### config.mk
export PLATFORM = sky130hd
export DESIGN_NAME = ahb2apb_bridge_param
export DESIGN_NICKNAME = d
export VERILOG_FILES = /design/src/rtl/ahb2apb_bridge_param.sv
export SDC_FILE = /design/constraint.sdc
export NUM_CORES = 1
export LEC_CHECK = 0
export CORE_MARGIN = 1.5
export CORE_UTILIZATION = 40
export DETAILED_ROUTE_END_ITERATION = 8
export PLACE_DENSITY_LB_ADDON = 0.08
export SYNTH_ARGS = -nofsm -noshare
export SYNTH_HDL_FRONTEND = slang
export SYNTH_SLANG_ARGS = --single-unit
### constraint.sdc
create_clock -name clk -period 5.55 [get_ports clk]
set_input_delay 1.11 -clock clk [delete_from_list [all_inputs] [get_ports clk]]
set_output_delay 1.11 -clock clk [all_outputs]
set_load 0.1 [all_outputs]
### src/rtl/ahb2apb_bridge_param.sv
// ---------------------------------------------------------------------------
// ahb2apb_bridge_param
//
// AHB-Lite slave to APB master bridge with a configurable number of equally
// sized APB slave windows. One transfer is outstanding at a time. It supports
// APB wait states, slave errors, decode misses with a two-cycle AHB ERROR
// response, and an optional watchdog on long ACCESS phases.
//
// Parameters:
//   NUM_SLAVES     number of APB slaves and width of Pselx (1..16)
//   BASE_ADDR      start address of slave 0
//   SLAVE_SIZE     window size per slave (power of two)
//   TIMEOUT_CYCLES maximum ACCESS cycles with Pready low; 0 disables
//
// Ports:
//   clk, rst                         clock, synchronous active-high reset
//   Hwrite, Hreadyin, Htrans, Haddr  AHB address phase inputs
//   Hwdata                           AHB write data (data phase)
//   Hreadyout, Hresp, Hrdata         AHB response outputs
//   Pselx, Paddr, Pwdata, Pwrite,    APB master outputs
//   Penable
//   Pready, Pslverr, Prdata          APB slave response inputs
// ---------------------------------------------------------------------------
module ahb2apb_bridge_param #(
    parameter int unsigned NUM_SLAVES     = 3,
    parameter logic [31:0] BASE_ADDR      = 32'h8000_0000,
    parameter logic [31:0] SLAVE_SIZE     = 32'h0400_0000,
    parameter int unsigned TIMEOUT_CYCLES = 0
) (
    input  logic                  clk,
    input  logic                  rst,
    input  logic                  Hwrite,
    input  logic                  Hreadyin,
    input  logic [1:0]            Htrans,
    input  logic [31:0]           Haddr,
    input  logic [31:0]           Hwdata,
    output logic                  Hreadyout,
    output logic [1:0]            Hresp,
    output logic [31:0]           Hrdata,
    output logic [NUM_SLAVES-1:0] Pselx,
    output logic [31:0]           Paddr,
    output logic [31:0]           Pwdata,
    output logic                  Pwrite,
    output logic                  Penable,
    input  logic                  Pready,
    input  logic                  Pslverr,
    input  logic [31:0]           Prdata
);

    localparam int SHIFT = $clog2(SLAVE_SIZE);
    // Wide enough to hold TIMEOUT_CYCLES; the counter saturates at all-ones.
    localparam int CNT_W = $clog2(TIMEOUT_CYCLES + 2);

    typedef enum logic [2:0] {
        ST_IDLE   = 3'd0,
        ST_WDATA  = 3'd1,
        ST_SETUP  = 3'd2,
        ST_ACCESS = 3'd3,
        ST_ERR1   = 3'd4,
        ST_ERR2   = 3'd5
    } state_t;

    state_t                state_q,   state_d;
    logic [31:0]           haddr_q,   haddr_d;
    logic                  hwrite_q,  hwrite_d;
    logic [NUM_SLAVES-1:0] sel_q,     sel_d;
    logic [NUM_SLAVES-1:0] pselx_q,   pselx_d;
    logic                  penable_q, penable_d;
    logic [31:0]           paddr_q,   paddr_d;
    logic                  pwrite_q,  pwrite_d;
    logic [31:0]           pwdata_q,  pwdata_d;
    logic [CNT_W-1:0]      tcnt_q,    tcnt_d;

    logic [31:0]           off_s;
    logic [31:0]           idx_s;
    logic                  hit_s;
    logic [NUM_SLAVES-1:0] dec_s;
    logic                  hreadyout_s;
    logic                  valid_s;
    logic                  accept_s;
    logic [CNT_W-1:0]      tcnt_inc_s;
    logic                  timeout_s;

    // Address decode: window index from the offset above BASE_ADDR.
    always_comb begin
        off_s = Haddr - BASE_ADDR;
        idx_s = off_s >> SHIFT;
        hit_s = (Haddr >= BASE_ADDR) && (idx_s < 32'(NUM_SLAVES));
        dec_s = '0;
        for (int i = 0; i < int'(NUM_SLAVES); i++) begin
            dec_s[i] = hit_s && (idx_s == 32'(i));
        end
    end

    // AHB response: ready depends on Pready only in ACCESS; read data is passed
    // through only in a clean read completion cycle.
    always_comb begin
        hreadyout_s = 1'b1;
        Hresp       = 2'b00;
        Hrdata      = 32'd0;
        case (state_q)
            ST_IDLE: begin
                hreadyout_s = 1'b1;
            end
            ST_WDATA, ST_SETUP: begin
                hreadyout_s = 1'b0;
            end
            ST_ACCESS: begin
                hreadyout_s = Pready && !Pslverr;
                if (Pready && !Pslverr && !pwrite_q) begin
                    Hrdata = Prdata;
                end else begin
                    Hrdata = 32'd0;
                end
            end
            ST_ERR1: begin
                hreadyout_s = 1'b0;
                Hresp       = 2'b01;
            end
            ST_ERR2: begin
                hreadyout_s = 1'b1;
                Hresp       = 2'b01;
            end
            default: begin
                hreadyout_s = 1'b1;
            end
        endcase
    end

    assign Hreadyout = hreadyout_s;
    assign valid_s   = Hreadyin && hreadyout_s &&
                       ((Htrans == 2'b10) || (Htrans == 2'b11));

    // Saturating wait-state counter and watchdog trip condition.
    always_comb begin
        if (tcnt_q == {CNT_W{1'b1}}) begin
            tcnt_inc_s = tcnt_q;
        end else begin
            tcnt_inc_s = tcnt_q + CNT_W'(1);
        end
        timeout_s = (TIMEOUT_CYCLES != 0) && (tcnt_inc_s == CNT_W'(TIMEOUT_CYCLES));
    end

    // Next-state logic and next values of all registered APB outputs.
    always_comb begin
        state_d   = state_q;
        haddr_d   = haddr_q;
        hwrite_d  = hwrite_q;
        sel_d     = sel_q;
        pselx_d   = '0;
        penable_d = 1'b0;
        paddr_d   = paddr_q;
        pwrite_d  = pwrite_q;
        pwdata_d  = pwdata_q;
        tcnt_d    = tcnt_q;
        accept_s  = 1'b0;

        case (state_q)
            ST_IDLE, ST_ERR2: begin
                accept_s = valid_s;
                state_d  = ST_IDLE;
            end
            ST_WDATA: begin
                pwdata_d = Hwdata;
                state_d  = ST_SETUP;
            end
            ST_SETUP: begin
                state_d = ST_ACCESS;
            end
            ST_ACCESS: begin
                if (Pready) begin
                    if (Pslverr) begin
                        state_d = ST_ERR1;
                    end else begin
                        // Completion cycle may also accept the next transfer.
                        accept_s = valid_s;
                        state_d  = ST_IDLE;
                    end
                end else begin
                    tcnt_d = tcnt_inc_s;
                    if (timeout_s) begin
                        state_d = ST_ERR1;
                    end else begin
                        state_d = ST_ACCESS;
                    end
                end
            end
            ST_ERR1: begin
                state_d = ST_ERR2;
            end
            default: begin
                state_d = ST_IDLE;
            end
        endcase

        if (accept_s) begin
            haddr_d  = Haddr;
            hwrite_d = Hwrite;
            sel_d    = dec_s;
            if (!hit_s) begin
                state_d = ST_ERR1;
            end else if (Hwrite) begin
                state_d = ST_WDATA;
            end else begin
                state_d = ST_SETUP;
            end
        end else begin
            sel_d = sel_q;
        end

        // APB outputs follow the state being entered so they are registered.
        case (state_d)
            ST_SETUP: begin
                pselx_d  = sel_d;
                paddr_d  = haddr_d;
                pwrite_d = hwrite_d;
            end
            ST_ACCESS: begin
                pselx_d   = sel_q;
                penable_d = 1'b1;
            end
            default: begin
                pselx_d   = '0;
                penable_d = 1'b0;
            end
        endcase

        if ((state_d == ST_ACCESS) && (state_q != ST_ACCESS)) begin
            tcnt_d = '0;
        end else begin
            tcnt_d = tcnt_d;
        end
    end

    // State and output registers with synchronous reset.
    always_ff @(posedge clk) begin
        if (rst) begin
            state_q   <= ST_IDLE;
            haddr_q   <= 32'd0;
            hwrite_q  <= 1'b0;
            sel_q     <= '0;
            pselx_q   <= '0;
            penable_q <= 1'b0;
            paddr_q   <= 32'd0;
            pwrite_q  <= 1'b0;
            pwdata_q  <= 32'd0;
            tcnt_q    <= '0;
        end else begin
            state_q   <= state_d;
            haddr_q   <= haddr_d;
            hwrite_q  <= hwrite_d;
            sel_q     <= sel_d;
            pselx_q   <= pselx_d;
            penable_q <= penable_d;
            paddr_q   <= paddr_d;
            pwrite_q  <= pwrite_d;
            pwdata_q  <= pwdata_d;
            tcnt_q    <= tcnt_d;
        end
    end

    assign Pselx   = pselx_q;
    assign Penable = penable_q;
    assign Paddr   = paddr_q;
    assign Pwrite  = pwrite_q;
    assign Pwdata  = pwdata_q;

endmodule
Word level (Yosys, flattened, before mapping). Cells that the tools add are included.

Word-level logic and storage cells: 57. Bits in registers: 108. Input bits: 104.

Add/subtract/negate cells: 1. Eq/ne operators: 11. $lt $le $gt $ge: 2. Reduce and logical (&&, ||, !) cells: 16. Mux-type cells: 18.

Operators with widths (count): 32-bit 2-to-1 mux (3); 32-bit greater-or-equal comparator (second input constant) (1); 32-bit zero test (1); 32-bit subtractor (second input constant) (1); 3-bit 2-to-1 mux (5); 3-bit by 2-bit equality test with 1-bit output (second input constant) (4); 3-bit case mux with 4 select lines (1); 1-bit logical AND (8); 3-bit equality test (second input constant) (2); 6-bit by 1-bit equality test with 1-bit output (second input constant) (1); 6-bit by 2-bit equality test with 1-bit output (second input constant) (1); 6-bit by 2-bit less-than comparator with 1-bit output (second input constant) (1); 3-bit case mux with 2 select lines (1); 1-bit 2-to-1 mux (5); 2-bit equality test (second input constant) (2); 1-bit case mux with 2 select lines (2); 2-bit OR reduction (2); 3-bit by 1-bit equality test with 1-bit output (second input constant) (1); 3-bit zero test (1); 3-bit OR reduction (1); 1-bit zero test (2); 2-bit 2-to-1 mux (1); 1-bit logical OR (1).

Depth between registers and ports, before layout.
Depth in word-level cells: 11. Depth in mapped cells: 8.

Worst setup path after synthesis. OpenSTA, ideal clock, no wires.

Kind: input-to-output. Start: input Pready. End: output Hrdata[10]. Stages: 4. Arrival time: 2615 ps. Path slack: 1825 ps. Cell sequence: nand2_1 -> nor4_1 -> clkbuf_1 -> and2_1.

Word-level cells in the longest chain between the ends: 4.

Ends and longest elaborated chain: start, declared (RTL line 45) `input logic Pready,`; 1-bit logical AND (2 in series) (RTL line 110) `if (Pready && !Pslverr && !pwrite_q) begin`; 32-bit 2-to-1 mux (RTL line 110); 32-bit 2-to-1 mux (RTL line 101) `case (state_q)`; end, declared (RTL line 39) `output logic [31:0] Hrdata,`.

Every way passes these cells.

Final worst setup path.
Start: input Pready. End: output Hrdata[21].

Same word-level chain as after synthesis.

==> flow_summary.ini <==
[floorplanning]
core_um2 = 10800
fp.dieW_um = 108
fp.dieArea_um2 = 11600
start_util_pct = 40.7
rows = 38
fp.dieH_um = 108
boundaryPins = 208

[finish]
layout-drive-gt1-share_pct = 15.1
final_nets = 742
fill_cells = 915
area_growth_pct = 49.8
n_antenna_cell = 0
stdcell_count = 783
fin_area_um2 = 6580

[cts]
cts_num_sinks = 108
cts_setup_buffers = 0
clockRootBuffer = clkbuf_8
ctsLongestPathBuffers = 2
htree_levels = 3
cts_resized = 0
worstSkewPairLatency_ns = 0.37
clkTransAtPathRegs_ns = 0.09
cts_buffers = 9
ctsHoldBuffers = 0
cts_tree = yes

[worst_setup_path]
cpPeakStageDelay_ns = 0.53
crit_type = in2out
critPathMaxFanout = 32
cpMostUsedCell = buf_4
cp_data_required_time_ns = 4.44
critical_path_buf_inv_count = 3
cp_slowest_cell = clkdlybuf4s50_1
worst_setup_path_start_kind = input port
endpoint_kind = output pin
path_delay_family = buffers and inverters
arrival_ns = 2.79
crit_chain = clkdlybuf4s50_1 -> nand2_1 -> nor4_2 -> buf_4 -> and2_1 -> buf_4

[synthesis]
syn-num-nets = 560
yosysUniqueCellTypes = 38
synth_top_family_by_area = compound AO/OA/AOI/OAI gates
synthMuxAreaShare_pct = 7.52
synth_compound_area_share_pct = 21.0
synth_area_per_cell_um2 = 9.63
synthCells = 456
ys_seq_area_share_pct = 49.2
ys_warn_count = 0
synth_ff_type = dfxtp_1
synth_xor_area_share_pct = 0.199
yosys.area_share.simple_pct = 16.9
yosysMostFrequentCell = dfxtp_1
synth_edf_count = 0
synth-adder-area-share_pct = 0
synth_top_area_share_pct = 49.2
yosys-top-cells-count = dfxtp_1 (108), a21oi_1 (70), nand2_1 (68)
synth-seq-cells = 108
netlist_area_um2 = 4390
ys_top_cells_by_area = dfxtp_1 (49%), a211oi_2 (8.8%), a21oi_1 (8.0%)
synth_top_cell_by_area = dfxtp_1
async_flop_share_pct = 0

[placed_design]
place.gp.congestion = 0.878
hpwl_um = 8450
portBuffers = 205
pre_cts_ws_ns = 1.64
place_area_um2 = 6360
dp.cells = 767

[sta]
period_share_pct = 70.4
setup_ws_ns = 1.65
period_needed_ns = 3.90
rsz0062_at_grt = false
fin_skew_ns = 0.0101
tightest_slew_ns = 1.23
fmax_mhz = 256
fin_setup_tns_ns = 0
setup_viol = 0
final_hold_viol_count = 0
slew_viol_final = 0
relSlewSlack_pct = 17.8

[detailed_routing]
via_count = 3864
antenna_left = 0
wl_um = 11800
drtIter0Drc = 159
firstDrtPassIters = 4
via_per_inst = 4.93
remaining_drc_errors = 0
drt-wirelength-per-cell_um = 15.1

[grt]
antenna_found_initial = 0
grt_util_all_layers_pct = 20.7
grt_overflow = 0
grt_max_degree = 62
grt_pass1_wl_um = 18700
grt_pass1_vias = 3845

[job]
drv_cap = 0

[power]
leakage_uw = 0.00254
ir_drop_mv = 0.237
power.total_uw = 2800
powerDensity_nw_per_um2 = 426

[run_status]
outcome = finished, final reports clean

[hold_path]
hold_path.class = reg2reg
## cells by family after synthesis
| kind of cell | after synthesis |
|---|---|
| compound gates | 117 |
| xor+xnor | 1 |
| buf+inv | 39 |
| flops | 108 |
| mux | 33 |
| other cells | 1 |
| simple gates | 157 |
## flip-flops by register name, indices dropped and copies added (netlist names)
name,count
haddr_q,32
Pwrite,1
sel_q,3
state_q,3
Paddr,32
Pselx,3
hwrite_q,1
Pwdata,32
Penable,1
## worst reg2reg max path, cell delays in order (launching register included)
cell and delay [ns]:
dfxtp_1 0.62, and4bb_2 0.35, o311ai_4 0.08, buf_4 0.33, o32ai_4 0.71, buf_4 0.39
a21oi_1 0.11, a211oi_1 0.23
## metal layers
metal | global-route usage (%) | vias to the layer above | part of all wire, %
met2 | 37.0 | 133 | 51
met4 | 7.89 | 0 | 1.8
met3 | 5.39 | 15 | 7.3
met1 | 23.4 | 1802 | 40
met5 | 0 | - | 0
li1 | - | 1914 | -
## cells in the final DEF (no fill, tap or decap), drive strengths merged
cell           instances
buf                   38
o32a                   1
o2bb2ai                1
mux2i                 33
or3                    1
inv                    5
dfxtp                108
nand3                  3
bufinv                 1
o311a                  1
o21ai                  1
a21o                   1
nand2b                 1
nor3                   1
nor4                   1
a222oi                 1
and4bb                 1
conb                   1
o21bai                 1
a21oi                 70
xnor2                  1
clkdlybuf4s50        171
o311ai                 1
nand3b                 1
or4b                   1
a22o                   4
a31oi                  1
and2                  33
nor2                  44
nand2                 68
and2b                  1
clkinv                 1
o32ai                  1
a211oi                33
clkbuf                10
or2                    1
## worst paths after layout
check | cells past startpoint | slack (ns) | end | from
worst min-delay path | 2 | 0.46 | Pwdata[17]$_SDFFE_PP0P_ | Pwdata[17]$_SDFFE_PP0P_
worst min register to register | 2 | 0.46 | Pwdata[17]$_SDFFE_PP0P_ | Pwdata[17]$_SDFFE_PP0P_
worst max-delay path | 6 | 1.65 | Hrdata[21] | Pready
worst max register to register | 7 | 2.64 | Paddr[0]$_SDFFE_PP0P_ | state_q[1]$_SDFF_PP0_
## through the flow
step                      hold WS, ns  util (%)
after floorplan                 0.442         -
after global placement          0.442      59.0
after detailed placement        0.449      59.0
after CTS                       0.464      61.0
after global routing            0.483      61.0
final                           0.463      61.0
## cell type report
cell class,count,area [µm²],share of cell area (%)
clock inverters,6,76.3,1.16
multi-input cells,309,2030,30.8
clock buffers,10,138,2.09
repair buffers,209,2000,30.4
inverters,1,3.75,0.0571
flip-flops and latches,108,2160,32.9
well taps,140,175,2.66
## power breakdown
part / internal, µW / switching (µW) / total, µW
logic: 363 / 993 / 1360
clock network: 230 / 275 / 505
registers: 884 / 59.6 / 944
total: 1480 / 1330 / 2800
(Power assumes the default switching activity.)
